File: src/rtl/button_event_arbiter.sv
// ---------------------------------------------------------------------------
// button_event_arbiter
//
// Shares one downstream event consumer between N_BTN button channels.
// Single-cycle press pulses are latched as pending, offered one at a time in
// round-robin order over a valid/ready handshake, and a fixed hold-off gap is
// enforced after every accepted event. Presses arriving on a channel that is
// already pending are counted (saturating) as dropped.
//
// Ports:
//   clk       system clock, rising edge
//   rst       asynchronous reset, active low
//   bp        per-channel press pulses (one cycle per press)
//   ev_valid  event offered to the consumer
//   ev_idx    channel index of the offered event
//   ev_ready  consumer accepts when ev_valid && ev_ready at a clock edge
//   pending   latched, not-yet-accepted presses
//   drop_cnt  saturating count of dropped presses
//   busy      high while offering an event or serving the hold-off gap
// ---------------------------------------------------------------------------
module button_event_arbiter #(
  parameter int N_BTN   = 4,
  parameter int IDX_W   = 2,
  parameter int HOLDOFF = 3,
  parameter int CNT_W   = 8
) (
  input  logic             clk,
  input  logic             rst,
  input  logic [N_BTN-1:0] bp,
  output logic             ev_valid,
  output logic [IDX_W-1:0] ev_idx,
  input  logic             ev_ready,
  output logic [N_BTN-1:0] pending,
  output logic [CNT_W-1:0] drop_cnt,
  output logic             busy
);

  typedef enum logic [1:0] {
    IDLE  = 2'd0,
    OFFER = 2'd1,
    HOLD  = 2'd2
  } state_t;

  // Hold-off counter only has to represent 0..HOLDOFF.
  localparam int HCNT_W = (HOLDOFF > 0) ? $clog2(HOLDOFF + 1) : 1;
  // Wide enough to add every channel's drop to a full counter without wrap.
  localparam int SUM_W  = CNT_W + $clog2(N_BTN + 1);
  localparam logic [SUM_W-1:0] DROP_MAX = {{(SUM_W-CNT_W){1'b0}}, {CNT_W{1'b1}}};

  state_t            state_reg, state_next;
  logic [N_BTN-1:0]  pending_reg, pending_next;
  logic              ev_valid_reg;
  logic [IDX_W-1:0]  ev_idx_reg;
  logic [IDX_W-1:0]  ptr_reg, ptr_next;
  logic [HCNT_W-1:0] hold_cnt_reg;
  logic [CNT_W-1:0]  drop_cnt_reg, drop_cnt_next;

  logic              accept;
  logic [N_BTN-1:0]  acc_ch;
  logic [N_BTN-1:0]  drop_ch;
  logic              sel_found;
  logic [IDX_W-1:0]  sel_idx;
  logic [IDX_W-1:0]  scan_idx;
  logic [SUM_W-1:0]  drop_sum;

  // A handshake only happens while an event is actually on offer.
  assign accept = (state_reg == OFFER) && ev_valid_reg && ev_ready;

  // -------------------------------------------------------------------------
  // Per-channel pending latch. A press on the edge its own channel is
  // accepted re-arms the latch as a fresh press instead of counting a drop.
  // -------------------------------------------------------------------------
  for (genvar gi = 0; gi < N_BTN; gi++) begin : g_chan
    assign acc_ch[gi]       = accept && (ev_idx_reg == IDX_W'(gi));
    assign pending_next[gi] = bp[gi] | (pending_reg[gi] & ~acc_ch[gi]);
    assign drop_ch[gi]      = bp[gi] & pending_reg[gi] & ~acc_ch[gi];
  end

  // Several channels may drop on the same edge; add them all, then saturate.
  always_comb begin
    drop_sum = {{(SUM_W-CNT_W){1'b0}}, drop_cnt_reg};
    for (int i = 0; i < N_BTN; i++) begin
      drop_sum = drop_sum + SUM_W'(drop_ch[i]);
    end
    if (drop_sum > DROP_MAX) begin
      drop_cnt_next = {CNT_W{1'b1}};
    end else begin
      drop_cnt_next = drop_sum[CNT_W-1:0];
    end
  end

  // -------------------------------------------------------------------------
  // Round-robin pick: first pending channel at or after ptr, wrapping.
  // Uses the latched pending vector, so a press needs one edge to latch and
  // one more to be offered.
  // -------------------------------------------------------------------------
  always_comb begin
    sel_found = 1'b0;
    sel_idx   = '0;
    scan_idx  = '0;
    for (int k = 0; k < N_BTN; k++) begin
      scan_idx = IDX_W'((int'(ptr_reg) + k) % N_BTN);
      if (!sel_found && pending_reg[scan_idx]) begin
        sel_found = 1'b1;
        sel_idx   = scan_idx;
      end
    end
  end

  // Pointer moves just past the channel that was served.
  always_comb begin
    if (ev_idx_reg == IDX_W'(N_BTN - 1)) begin
      ptr_next = '0;
    end else begin
      ptr_next = ev_idx_reg + IDX_W'(1);
    end
  end

  // -------------------------------------------------------------------------
  // FSM: state register
  // -------------------------------------------------------------------------
  always_ff @(posedge clk or negedge rst) begin
    if (!rst) begin
      state_reg <= IDLE;
    end else begin
      state_reg <= state_next;
    end
  end

  // -------------------------------------------------------------------------
  // FSM: next-state logic
  // -------------------------------------------------------------------------
  always_comb begin
    state_next = state_reg;
    case (state_reg)
      IDLE: begin
        if (sel_found) begin
          state_next = OFFER;
        end
      end
      OFFER: begin
        if (accept) begin
          state_next = (HOLDOFF == 0) ? IDLE : HOLD;
        end
      end
      HOLD: begin
        // Counter was loaded with HOLDOFF on accept; leaving on 1 makes the
        // gap exactly HOLDOFF cycles long.
        if (hold_cnt_reg == HCNT_W'(1)) begin
          state_next = IDLE;
        end
      end
      default: begin
        state_next = IDLE;
      end
    endcase
  end

  // -------------------------------------------------------------------------
  // FSM: output logic
  // -------------------------------------------------------------------------
  always_comb begin
    busy = (state_reg != IDLE);
  end

  // -------------------------------------------------------------------------
  // Datapath registers
  // -------------------------------------------------------------------------
  always_ff @(posedge clk or negedge rst) begin
    if (!rst) begin
      pending_reg  <= '0;
      drop_cnt_reg <= '0;
      ev_valid_reg <= 1'b0;
      ev_idx_reg   <= '0;
      ptr_reg      <= '0;
      hold_cnt_reg <= '0;
    end else begin
      pending_reg  <= pending_next;
      drop_cnt_reg <= drop_cnt_next;
      if (state_reg == IDLE && sel_found) begin
        ev_valid_reg <= 1'b1;
        ev_idx_reg   <= sel_idx;
      end else if (accept) begin
        ev_valid_reg <= 1'b0;
        ptr_reg      <= ptr_next;
        hold_cnt_reg <= HCNT_W'(HOLDOFF);
      end else if (state_reg == HOLD) begin
        hold_cnt_reg <= hold_cnt_reg - HCNT_W'(1);
      end
    end
  end

  assign ev_valid = ev_valid_reg;
  assign ev_idx   = ev_idx_reg;
  assign pending  = pending_reg;
  assign drop_cnt = drop_cnt_reg;

endmodule
File: config.mk
export PLATFORM = sky130hd
export DESIGN_NAME = button_event_arbiter
export DESIGN_NICKNAME = d
export VERILOG_FILES = /design/src/rtl/button_event_arbiter.sv
export SDC_FILE = /design/constraint.sdc
export NUM_CORES = 1
export LEC_CHECK = 0
export BUFFER_PORTS_ARGS = -buffer_cell sky130_fd_sc_hd__buf_2
export CORE_UTILIZATION = 50
export CTS_CLUSTER_SIZE = 25
export DETAILED_ROUTE_END_ITERATION = 8
export PLACE_DENSITY_LB_ADDON = 0.1
export REMOVE_ABC_BUFFERS = 1
export SETUP_SLACK_MARGIN = 0.1
export SYNTH_ARGS = -nofsm -noshare
export SYNTH_HDL_FRONTEND = slang
export SYNTH_SLANG_ARGS = --single-unit
File: constraint.sdc
create_clock -name clk -period 8.45 [get_ports clk]
set_clock_uncertainty 0.2 [all_clocks]
set_input_delay 2.1125 -clock clk [delete_from_list [all_inputs] [get_ports clk]]
set_output_delay 2.1125 -clock clk [all_outputs]
set_load 0.005 [all_outputs]
# == After elaboration in Yosys (flattened, before gate mapping) ==
# Index checks and enable logic that the tools add are counted.
# op_classes
add_sub_neg,9
bitwise,21
n_reduce_logical,21
eq_ne,9
n_lt_le_gt_ge,5
muxes,26
# op_table
cell,n
two-way mux 2 bit,10
AND 1 bit,12
"< comparator 2 x 3 -> 1 bit, second input constant",4
adder 10 x 1 -> 11 bit,1
adder 11 x 1 -> 11 bit,1
"> comparator 11 x 8 -> 1 bit, second input constant",1
adder 9 x 1 -> 10 bit,1
logical AND 1 bit,10
two-way mux 1 bit,10
adder 8 x 1 -> 9 bit,1
binary-select mux 1 bit (select 2 bit),4
two-way mux 8 bit,1
"equality test 2 x 1 -> 1 bit, second input constant",3
"equality test 2 bit, second input constant",3
"!= test 2 bit, second input constant",3
case mux 2 bit (3 select lines),1
nonzero test 2 bit,3
NOT 1 bit,5
"adder 2 x 1 -> 2 bit, second input constant",2
"adder 2 bit, second input constant",2
logical NOT 2 bit,2
bitwise OR 1 bit,4
AND reduction 2 bit,2
logical NOT 1 bit,3
2 further kinds,2
# word_totals
ff_bits,21
inputBits,7

# == Longest topological paths before layout ==
# Gate-level depths: netlist of the first run.
# logic_depth
ltp_word,15
ltp_mapped,11
depth_no_buf,11

# == Worst setup path after synthesis of the first run ==
# No wires, ideal clock.
# synth_timing
path_kind,input to register
startpoint,input ev_ready
endpoint,register drop_cnt_reg[6] (netlist: drop_cnt[6])
arrival_time_ns,4.239
slack_ns,3.933
required_time_ns,8.173
path_stages,11
path_cell_list,and4b_1 > clkbuf_1 > nand2_1 > nand3_1 > fa_1 > fa_1 > inv_1 > fa_1 > and3_1 > and2_1 > a21oi_1
# synth_between
elab_chain_cells,10
elab_cells_between_ends,19
classes_between,add/sub (4); order compare (1); mux (1); bitwise (8); reduce/logical (5)
# synth_lines
element,line,text
start: declaration,32,"input logic ev_ready,"
logical AND 1 bit *,67,assign accept = (state_reg == OFFER) && ev_valid_reg && ev_ready;
logical AND 1 bit,74,assign acc_ch[gi] = accept && (ev_idx_reg == IDX_W'(gi));
NOT 1 bit,76,assign drop_ch[gi] = bp[gi] & pending_reg[gi] & ~acc_ch[gi];
AND 1 bit,76,
adder 8 x 1 -> 9 bit,83,drop_sum = drop_sum + SUM_W'(drop_ch[i]);
adder 9 x 1 -> 10 bit,83,
adder 10 x 1 -> 11 bit,83,
adder 11 x 1 -> 11 bit *,83,
> comparator 11 x 8 -> 1 bit,85,if (drop_sum > DROP_MAX) begin
two-way mux 8 bit *,85,
via drop_cnt_next[6],56,"logic [CNT_W-1:0] drop_cnt_reg, drop_cnt_next;"
end signal: assignment,179,drop_cnt_reg <= drop_cnt_next;
end: declaration,56,
# The timed path passes the listed nets; every way through them passes the cells marked *.
# A chain may end at the register's enable or synchronous reset.

# == Worst setup path after layout of the first run ==
# layout_timing
startpoint,input ev_ready
endpoint,register drop_cnt_reg[1] (netlist: drop_cnt[1])
# Same word-level chain as after synthesis.

==> impl_summary.txt, run 1 <==
----------------------------------------------------
[Run status]
  Result of the run ... finished clean

[Yosys]
  Async S/R FF share, synth ... between 90% and 100%
  Share of synthesized area occupied by flip-flops and latches ... approximately 46%
  Synth Warn # ... 0
  Number of enable flip-flop cells after synthesis ... 0
  Count of mapped cells out of synthesis ... roughly 110
  Post-Synthesis Cell Area ... between 1000 and 1500 um^2
  Post-synthesis area per instance ... 10.1 um^2
  Most used flip-flop cell after synthesis ... dfrtp_1
  Count of cell types in the netlist ... 35
  Total of flip-flops plus latches after synthesis ... 21

[Clock network]
  Buffer levels on the longest clock path ... 2
  CTS Root Buffer Type ... clkbuf_4
  Number of buffers inserted during clock tree synthesis ... 3
  H-tree levels ... 1
  Clock slew at reported path FFs ... 120 ps
  Number of setup buffers added after CTS ... 0
  Number of hold buffers added after cts ... 0
  # resized after CTS ... 0
  Clock insertion delay at the later pin of the skew report ... 300 ps
  Clock tree sinks ... 21
  CTS tree ... built

[Route]
  Average wire length per cell after detail routing ... 13.5 um
  Detailed-route DRC error count ... 0
  Vias per Instance ... 5.50
  Via count ... 908
  Pre-antenna DRT Iters ... 4
  Initial DRC Count ... 17
  Count of nets left with antenna violations after detail routing ... 0
  Routed Wire Length ... about 2200 um

[Critical path]
  Worst path arrival time ... 4490 ps
  Critical-path maximum fanout ... 6
  Reg-to-reg endpoint ... drop_cnt[1]
  Startpoint of the worst register-to-register path ... state_reg[1]
  Critical Path End Type ... flop
  Required arrival time at the worst endpoint ... between 8000 and 9000 ps
  Setup slack of the worst register-to-register path ... around 5400 ps
  Startpoint-to-endpoint class of the critical path ... input port to flop
  Kind of start point of the critical path ... input port
  Worst-case reg-to-reg path depth ... 10

[Timing]
  Final-report max-slew violation count ... 0
  Post-Route Setup TNS ... 0 ps
  Unrepaired setup endpoints after global routing ... false
  Number of hold-slack violations in the final timing report ... 0
  Final critical-path required period ... roughly 4500 ps
  Worst slew pin tran ... 450 ps
  Worst slew margin relative to its limit ... about 70%
  Hold Worst Slack ... 306 ps
  Final period utilization ... approximately 53%
  Highest clock rate ... between 200 and 250 MHz
  Setup violation total in the final timing report ... 0
  Worst-case setup margin in the final layout ... 4000 ps

[Global route]
  Number of global-route vias before repair ... about 860
  Global-route wire length before repair ... between 3000 and 4000 um
  Initial antenna violation count ... 0
  Remaining Overflow, GRT ... 0
  Pin count of the biggest net entering global routing ... 22
  Overall global routing resource usage ... about a fifth

[Floorplanning]
  DIE HEIGHT ... 50.0 um
  Starting density of the core ... 52.5%
  Core ar. ... 2190 um^2
  Total number of placement rows ... 17
  Area of the die ... ~2500 um^2
  Die width ... 50.0 um
  I/O pin count ... 23

[Placement]
  Setup Slack @ Placement ... roughly 3700 ps
  GPL Wtd Cong ... about 0.80
  HPWL after DPL ... 1770 um
  Cell area reported after detailed placement ... 1280 um^2
  Placed insts ... 161
  IO buf count ... 22

[Finish]
  Diode count ... 0
  Number of nets in the layout ... 154
  Leading cell type in the layout, fill and taps excluded ... buf_2
  Final Instance Area ... approximately 1300 um^2
  Share of final-layout standard cells stronger than drive strength 1 ... approximately a fifth
  Number of flip-flops under the largest register name ... 8
  Post-layout instance count excluding filler cells ... about 170
  Layout overhead on the synthesized area ... 13.3%
  Highest-count cells in the layout ignoring fill and taps ... buf_2 (22), dfrtp_1 (21), nand2_1 (14)

[Power and ir drop]
  Part of the total power dissipated in sequential elements ... between 40% and 50%
  Internal Pwr Total ... roughly 0.26 mW
  LEAKAGE ... slightly above 0.6 nW
  Cell Pwr Density ... ~350 nW/um^2
  Switching part of the total ... about two fifths
  Worst voltage drop across the vdd grid ... about 0.00022 V
  Psw ... around 0.19 mW
  Share of total power in the clock network ... 10.5%
  Part of the power in combinational logic ... 46.5%

[Min path]
  Hold path start ... state_reg[1]
  Hold EP ... state_reg[0]
  Worst min-delay path category ... flop to flop
  Worst Hold Path Cells ... 1

[Job]
  Max-cap violations ... 0

----------------------------------------------------
==> synthesized netlist by cell type (2+ instances only) <==
library cell / n / share of area [%]
ha_1: 6 / 6.5
nand3_1: 9 / 3.9
and3_1: 2 / 1.1
a21oi_1: 2 / 0.87
nand2b_1: 3 / 1.6
o21ai_0: 6 / 2.6
fa_1: 3 / 5.2
clkbuf_1: 2 / 0.65
xor2_1: 2 / 1.5
inv_1: 7 / 2.3
nor2_1: 6 / 2.0
dfrtp_1: 21 / 46
o31ai_1: 2 / 1.3
nand2_1: 14 / 4.6
nor2b_1: 4 / 2.2
a21o_1: 4 / 2.6
o2111ai_1: 2 / 1.5
mux2i_1: 2 / 1.7
==> layout make-up <==
| class | count | area, um^2 |
|---|---|---|
| fillers | 199 | 887 |
| multi-input cells | 83 | 581 |
| flip-flops and latches | 21 | 526 |
| repair buffers | 22 | 110 |
| well taps | 28 | 35.0 |
| clock buffers | 4 | 26.3 |
| inverters | 7 | 26.3 |
==> routing by layer <==
metal,global-route usage [%],routed length (um),vias to the layer above
met5,0,0,-
met4,6.19,14,0
met3,3.40,75,2
met2,33.3,1080,23
met1,28.7,1050,437
li1,-,-,446
==> cell families after synthesis <==
kind of cell	count (synthesis)	synth area share, %
and+or+nand+nor	46	21.2
AOI/OAI and AO/OA	23	13.5
muxes	2	1.74
DFF	21	45.7
xor gates and xnor gates	3	2.28
buffers and inverters	10	3.91
adders and majority gates	9	11.7
==> power groups by stage <==
stage	Sequential, mW	Clock, mW	Combinational, mW
finish	0.195	0.0474	0.211
floorplan	0.190	0	0.145
detailed placement	0.197	0	0.214
global route	0.203	0.0537	0.246
global placement	0.195	0	0.207
CTS	0.195	0.0494	0.216
==> worst max-delay path: stages <==
cell,delay [ps]
buf_2,100
and4b_1,250
nand2_1,110
nand3_1,110
fa_1,520
fa_1,450
inv_1,80
fa_1,240
and3_1,220
nand3_1,160
nand2b_1,120
==> stage by stage <==
stage,util (%),total power [mW]
6_report,59.5,0.454
3_5_place_dp,58.3,0.411
4_1_cts,59.5,0.460
5_1_grt,59.5,0.502
2_1_floorplan,-,0.335
3_3_place_gp,58.3,0.402
==> worst max-delay path by stage <==
stage / start / to / slack (ps) / depth (start not counted)
floorplan: ev_ready / drop_cnt[6] / 4000 / 10
global placement: ev_ready / drop_cnt[1] / 3800 / 11
detailed placement: ev_ready / drop_cnt[1] / 3690 / 11
CTS: ev_ready / drop_cnt[1] / 3990 / 11
global route: ev_ready / drop_cnt[1] / 3840 / 11
finish: ev_ready / drop_cnt[1] / 4000 / 11
Power figures use the tool's default switching activity.
==> run 2: changes to the inputs <==
--- a/config.mk
+++ b/config.mk
@@ -6,7 +6,7 @@
 export NUM_CORES = 1
 export LEC_CHECK = 0
 export BUFFER_PORTS_ARGS = -buffer_cell sky130_fd_sc_hd__buf_2
-export CORE_UTILIZATION = 50
+export CORE_UTILIZATION = 48
 export CTS_CLUSTER_SIZE = 25
 export DETAILED_ROUTE_END_ITERATION = 8
 export PLACE_DENSITY_LB_ADDON = 0.1
==> constraint.sdc (replaced) <==
create_clock -name clk -period 3.7 [get_ports clk]
set_clock_uncertainty 0.2 [all_clocks]
set_input_delay 0.925 -clock clk [delete_from_list [all_inputs] [get_ports clk]]
set_output_delay 0.925 -clock clk [all_outputs]
set_load 0.005 [all_outputs]
==> run 2 against run 1 <==
Against the previous run:
- sequential share of layout area hardly changed
- final area about the same
- critical path type unchanged
- global-route usage decreased by 0.86 points
- sequential power up 130%
- utilization shrank 1.1 points
- flip-flop and latch count did not move
- non-clock buffer count stayed put
- worst setup slack worse by 3500 ps
- critical endpoint unchanged
- largest power group unchanged
==> impl_summary.txt, run 2 (synthesis gave the netlist of run 1 again) <==
----------------------------------------------------
[Run status]
  Result of the run ... finished clean

[Global route]
  Overall global routing resource usage ... 20.0% (-0.86 points)
  Number of global-route vias before repair ... 824 (-4.0%)
  Remaining Overflow, GRT ... 0 (unchanged)
  Initial antenna violation count ... 0 (unchanged)
  Pin count of the biggest net entering global routing ... 22 (unchanged)
  Global-route wire length before repair ... 3850 um (-1.1%)

[Route]
  Via count ... 907 (-0.11%)
  Pre-antenna DRT Iters ... 4 (unchanged)
  Detailed-route DRC error count ... 0 (unchanged)
  Vias per Instance ... 5.50 (-0.11%)
  Routed Wire Length ... 2250 um (+1.1%)
  Initial DRC Count ... 13 (-4)
  Average wire length per cell after detail routing ... 13.6 um (+1.1%)
  Count of nets left with antenna violations after detail routing ... 0 (unchanged)

[Placement]
  IO buf count ... 22 (unchanged)
  HPWL after DPL ... 1660 um (-6.3%)
  GPL Wtd Cong ... 0.794 (-0.66%)

[Power and ir drop]
  Switching part of the total ... 41.8% (+0.20 points)
  Share of total power in the clock network ... 10.8% (+0.3 points)
  Final Power ... 1.04 mW (+130%)
  Part of the power in combinational logic ... 45.9% (-0.6 points)
  Worst voltage drop across the vdd grid ... 0.000419 V (+92%)
  Psw ... 0.434 mW (+130%)
  Cell Pwr Density ... 795 nW/um^2 (+130%)
  LEAKAGE ... 0.609 nW (+0.45%)
  Part of the total power dissipated in sequential elements ... 43.3% (+0.2 points)
  Internal Pwr Total ... 0.604 mW (+130%)

[Finish]
  Filler Cells Inserted ... 200 (+0.50%)
  Layout overhead on the synthesized area ... 13.4% (about the same)
  Footprint of the multi-input gates ... 581 um^2 (unchanged)
  Leading cell type in the layout, fill and taps excluded ... buf_2
  Share of final-layout standard cells stronger than drive strength 1 ... 21.2% (+0.73 points)
  Number of flip-flops under the largest register name ... 8 (unchanged)
  Number of nets in the layout ... 154 (unchanged)
  Diode count ... 0 (unchanged)
  Footprint of the flip-flops and latches ... 526 um^2 (unchanged)
  Highest-count cells in the layout ignoring fill and taps ... buf_2 (22), dfrtp_1 (21), nand2_1 (14)

[Clock network]
  Number of hold buffers added after cts ... 0 (unchanged)
  CTS tree ... built
  CTS Root Buffer Type ... clkbuf_4
  Clock insertion delay at the later pin of the skew report ... 300 ps (about the same)
  Number of setup buffers added after CTS ... 0 (unchanged)
  Clock slew at reported path FFs ... 120 ps (about the same)
  # resized after CTS ... 0 (unchanged)
  Clock tree sinks ... 21 (unchanged)
  Buffer levels on the longest clock path ... 2 (unchanged)
  Number of buffers inserted during clock tree synthesis ... 3 (unchanged)
  H-tree levels ... 1 (unchanged)

[Critical path]
  Count of buffer and inverter cells on the critical path ... 2 (unchanged)
  Most frequent cell on the critical path ... fa_1
  Worst-case reg-to-reg path depth ... 10 (unchanged)
  Library cell contributing the largest single delay on the critical path ... fa_1
  Startpoint-to-endpoint class of the critical path ... input port to flop
  Startpoint of the worst register-to-register path ... state_reg[1]
  Critical path, cell by cell ... buf_2, and4b_1, nand2_1, nand3_1, fa_1, fa_1, inv_1, fa_1, and3_1, nand3_1, nand2b_1
  Largest incremental delay on the critical path ... 510 ps (about the same)
  Worst path arrival time ... 3290 ps (-1200 ps)
  Kind of start point of the critical path ... input port
  Critical path's top delay family ... adder cells
  Setup slack of the worst register-to-register path ... 670 ps (-4740 ps)
  Critical Path End Type ... flop
  Reg-to-reg endpoint ... drop_cnt[1]
  Required arrival time at the worst endpoint ... 3750 ps (-4730 ps)
  Critical-path maximum fanout ... 6 (unchanged)

[Min path]
  Worst min-delay path category ... flop to flop
  Hold EP ... drop_cnt[4]
  Worst Hold Path Cells ... 1 (unchanged)
  Hold path start ... drop_cnt[4]

[Floorplanning]
  Area of the die ... 2600 um^2 (+4.0%)
  I/O pin count ... 23 (unchanged)
  Starting density of the core ... 51.5% (-1.0 points)
  Die width ... 51.0 um (+2.0%)
  Core ar. ... 2230 um^2 (+1.9%)
  DIE HEIGHT ... 51.0 um (+2.0%)
  Total number of placement rows ... 17 (unchanged)

[Timing]
  Final period utilization ... ~88%
  Final-report max-slew violation count ... 0 (unchanged)
  Worst slew margin relative to its limit ... 68.0% (-1.9 points)
  Number of hold-slack violations in the final timing report ... 0 (unchanged)
  Worst slew pin tran ... 480 ps (+29.2 ps)
  Highest clock rate ... 309 MHz
  Setup violation total in the final timing report ... 0 (unchanged)
  Post-Route Setup TNS ... 0 ps (unchanged)
  Unrepaired setup endpoints after global routing ... false
  Final critical-path required period ... roughly 3200 ps

[Job]
  Max-cap violations ... 0 (unchanged)

----------------------------------------------------
-- run 2: changes by cell type in the layout (fill, tap and decap cells not counted), sizes merged --
| cell | previous run | this run |
|---|---|---|
| clkbuf | 4 | 3 |
| clkinv | 0 | 1 |
-- run 2: cell type report --
cell class | count | area share (%)
Timing Repair Buffer | 22 | 8.44
Sequential cell | 21 | 40.3
Clock inverter | 1 | 0.384
Tap cell | 28 | 2.68
Inverter | 7 | 2.01
Clock buffer | 3 | 1.73
Multi-Input combinational cell | 83 | 44.5
-- run 2: worst max path at each step --
| stage | from | endpoint | slack [ps] | cells after the start |
|---|---|---|---|---|
| after floorplan | ev_ready | drop_cnt[6] | 440 | 10 |
| after global placement | ev_ready | drop_cnt[1] | 240 | 11 |
| after detailed placement | ev_ready | drop_cnt[1] | 110 | 11 |
| after CTS | ev_ready | drop_cnt[1] | 460 | 11 |
| after global routing | ev_ready | drop_cnt[1] | 270 | 11 |
| final | ev_ready | drop_cnt[1] | 460 | 11 |
-- run 2: metal layers --
layer	GRT usage [%]	share of wire, %	vias to the layer above
met1	27.6	50	450
met3	2.98	3.3	2
met4	6.94	0.62	0
li1	-	-	441
met5	0	0	-
met2	31.8	46	14
-- run 2: power groups by stage --
stage / Clock (mW) / Combinational (mW) / Sequential [mW]
2_1_floorplan: 0 / 0.331 / 0.433
3_3_place_gp: 0 / 0.471 / 0.446
3_5_place_dp: 0 / 0.484 / 0.451
4_1_cts: 0.116 / 0.484 / 0.447
5_1_grt: 0.124 / 0.552 / 0.471
6_report: 0.112 / 0.476 / 0.450
-- run 2: metrics by stage --
stage               instance area [um^2]  cells  hold WS (ps)  utilization (%)  worst slack (ps)
detailed placement                  1280    161           293             57.2               112
global route                        1310    165           316             58.4               274
floorplan                           1130    111           258                -               438
CTS                                 1310    165           308             58.4               458
global placement                    1280    161           279             57.2               237
finish                              1310    165           301             58.4               462
==> run 3: changes to the inputs <==
--- a/config.mk
+++ b/config.mk
@@ -5,10 +5,10 @@
 export SDC_FILE = /design/constraint.sdc
 export NUM_CORES = 1
 export LEC_CHECK = 0
-export BUFFER_PORTS_ARGS = -buffer_cell sky130_fd_sc_hd__buf_2
-export CORE_UTILIZATION = 48
+export CORE_UTILIZATION = 50
 export CTS_CLUSTER_SIZE = 25
 export DETAILED_ROUTE_END_ITERATION = 8
+export DONT_BUFFER_PORTS = 1
 export PLACE_DENSITY_LB_ADDON = 0.1
 export REMOVE_ABC_BUFFERS = 1
 export SETUP_SLACK_MARGIN = 0.1
==> run 3 against run 2 <==
Against the previous run:
- clock power barely moved
- sequential share of layout area rose by 3.7 points
- sequential power rose by 3%
- register-to-register slack improved by 20 ps
- via count fell by 10%
- fmax rose by 3.8%
- largest cell class unchanged
==> impl_summary.txt, run 3 (synthesis gave the netlist of run 1 again) <==
----------------------------------------------------
[Global route]
  Number of global-route vias before repair ... 793 (-3.8%)
  Remaining Overflow, GRT ... 0 (unchanged)
  Global-route wire length before repair ... 3510 um (-9.0%)
  Initial antenna violation count ... 0 (unchanged)
  Pin count of the biggest net entering global routing ... 22 (unchanged)
  Overall global routing resource usage ... 18.8% (-1.2 points)

[Clock network]
  CTS tree ... built
  Buffer levels on the longest clock path ... 2 (unchanged)
  Clock insertion delay at the later pin of the skew report ... 300 ps (about the same)
  Number of setup buffers added after CTS ... 0 (unchanged)
  Number of buffers inserted during clock tree synthesis ... 3 (unchanged)
  CTS Root Buffer Type ... clkbuf_4
  # resized after CTS ... 0 (unchanged)
  Clock slew at reported path FFs ... 120 ps (about the same)
  Number of hold buffers added after cts ... 0 (unchanged)
  H-tree levels ... 1 (unchanged)
  Clock tree sinks ... 21 (unchanged)

[Finish]
  Number of nets in the layout ... 132 (-14%)
  Share of final-layout standard cells stronger than drive strength 1 ... 6.09% (-15 points)
  Filler Cells Inserted ... 201 (+0.50%)
  Number of flip-flops under the largest register name ... 8 (unchanged)
  Diode count ... 0 (unchanged)
  Layout overhead on the synthesized area ... 3.80%
  Fraction of the core area covered by cells at the end of the flow ... 54.5% (-3.9 points)
  Leading cell type in the layout, fill and taps excluded ... dfrtp_1
  Highest-count cells in the layout ignoring fill and taps ... dfrtp_1 (21), nand2_1 (14), nand3_1 (9)
  Post-layout instance count excluding filler cells ... 143 (-13%)

[Placement]
  IO buf count ... 0 (-100%)
  Placed insts ... 139 (-14%)
  GPL Wtd Cong ... 0.820 (+3.3%)
  HPWL after DPL ... 1630 um (-1.8%)

[Job]
  Max-cap violations ... 0 (unchanged)

[Critical path]
  Required arrival time at the worst endpoint ... 3750 ps (about the same)
  Startpoint-to-endpoint class of the critical path ... input port to flop
  Kind of start point of the critical path ... input port
  Critical-path maximum fanout ... 6 (unchanged)
  Worst path arrival time ... 3170 ps (-120 ps)
  Critical Path End Type ... flop

[Route]
  Initial DRC Count ... 26 (+13)
  Count of nets left with antenna violations after detail routing ... 0 (unchanged)
  Routed Wire Length ... 2150 um (-4.2%)
  Via count ... 814 (-10%)
  Detailed-route DRC error count ... 0 (unchanged)
  Vias per Instance ... 5.69 (+3.6%)
  Pre-antenna DRT Iters ... 4 (unchanged)
  Average wire length per cell after detail routing ... 15.0 um (+11%)

[Floorplanning]
  Die width ... 50.0 um (-1.9%)
  Total number of placement rows ... 17 (unchanged)
  Core ar. ... 2190 um^2 (-1.9%)
  I/O pin count ... 23 (unchanged)
  Area of the die ... 2500 um^2 (-3.8%)
  DIE HEIGHT ... 50.0 um (-1.9%)
  Starting density of the core ... 52.5% (+1.0 points)

[Timing]
  Number of hold-slack violations in the final timing report ... 0 (unchanged)
  Unrepaired setup endpoints after global routing ... false
  Setup violation total in the final timing report ... 0 (unchanged)
  Final-report max-slew violation count ... 0 (unchanged)
  Worst slew pin tran ... 326 ps (-153 ps)
  Post-Route Setup TNS ... 0 ps (unchanged)
  Final period utilization ... 84.3% (-3.2 points)
  Highest clock rate ... 321 MHz (+3.8%)
  Worst slew margin relative to its limit ... 78.3% (+10 points)
  Final critical-path required period ... 3120 ps (-118 ps)

[Power and ir drop]
  Switching part of the total ... 42.6% (+0.82 points)
  Cell Pwr Density ... 809 nW/um^2 (+1.8%)
  Share of total power in the clock network ... 11.6% (+0.8 points)
  Worst voltage drop across the vdd grid ... 0.000518 V (+24%)
  Part of the total power dissipated in sequential elements ... 47.8% (+4.5 points)
  Part of the power in combinational logic ... 40.6% (-5.3 points)
  Psw ... 0.412 mW (-5.0%)
  LEAKAGE ... 0.531 nW (-13%)
  Internal Pwr Total ... 0.555 mW (-8.1%)
  Final Power ... 0.967 mW (-6.8%)

[Min path]
  Worst min-delay path category ... input port to asynchronous set/reset pin

[Run status]
  Result of the run ... finished clean

----------------------------------------------------
==> run 3: changes by cell type in the layout (fill, tap and decap cells not counted) <==
| cell | delta |
|---|---|
| buf_2 | -22 |
==> run 3: power groups by stage <==
stage,sequential [mW],combinational (mW),clock (mW)
after floorplan,0.433,0.331,0
after global placement,0.465,0.385,0
after detailed placement,0.468,0.395,0
after CTS,0.462,0.398,0.116
after global routing,0.481,0.455,0.122
final,0.463,0.392,0.112
==> run 3: critical path, cell delays in order <==
cell and delay, ps:
and4b_1 300, nand2_1 120, nand3_1 130, fa_1 450, fa_1 440, inv_1 80
fa_1 250, and3_1 210, nand3_1 160, nand2b_1 110
==> run 3: final timing paths <==
| check | start | to | slack [ps] | cells after the start |
|---|---|---|---|---|
| min in group clk | state_reg[1] | state_reg[0] | 310 | 1 |
| min | rst | drop_cnt[6] | 90 | 0 |
| max in group asynchronous | rst | pending[0] | 3130 | 0 |
| max reg2reg | state_reg[1] | drop_cnt[1] | 690 | 10 |
| min reg2reg | state_reg[1] | state_reg[0] | 310 | 1 |
| max | ev_ready | drop_cnt[1] | 580 | 10 |
==> run 3: stage by stage <==
step / hold WS [ps] / setup slack, ps / instance area, um^2
4_1_cts: 80.3 / 578 / 1190
2_1_floorplan: 258 / 438 / 1130
6_report: 94.7 / 580 / 1190
5_1_grt: 77.8 / 429 / 1190
3_3_place_gp: 291 / 287 / 1170
3_5_place_dp: 293 / 252 / 1170
==> run 3: final cells by class <==
| class | instances | area (um^2) | area share (%) |
|---|---|---|---|
| clock buffer | 3 | 22.5 | 1.88 |
| sequential | 21 | 526 | 44.0 |
| clock inverter | 1 | 5.00 | 0.419 |
| multi-input combinational | 83 | 581 | 48.6 |
| inverter | 7 | 26.3 | 2.20 |
| tap | 28 | 35.0 | 2.93 |
==> run 3: layer usage <==
layer / routed length (um) / up-vias / track usage [%]
met1: 1040 / 388 / 26.7
met2: 967 / 22 / 27.8
met5: 0 / - / 0
met4: 12 / 0 / 7.14
li1: - / 402 / -
met3: 132 / 2 / 4.01
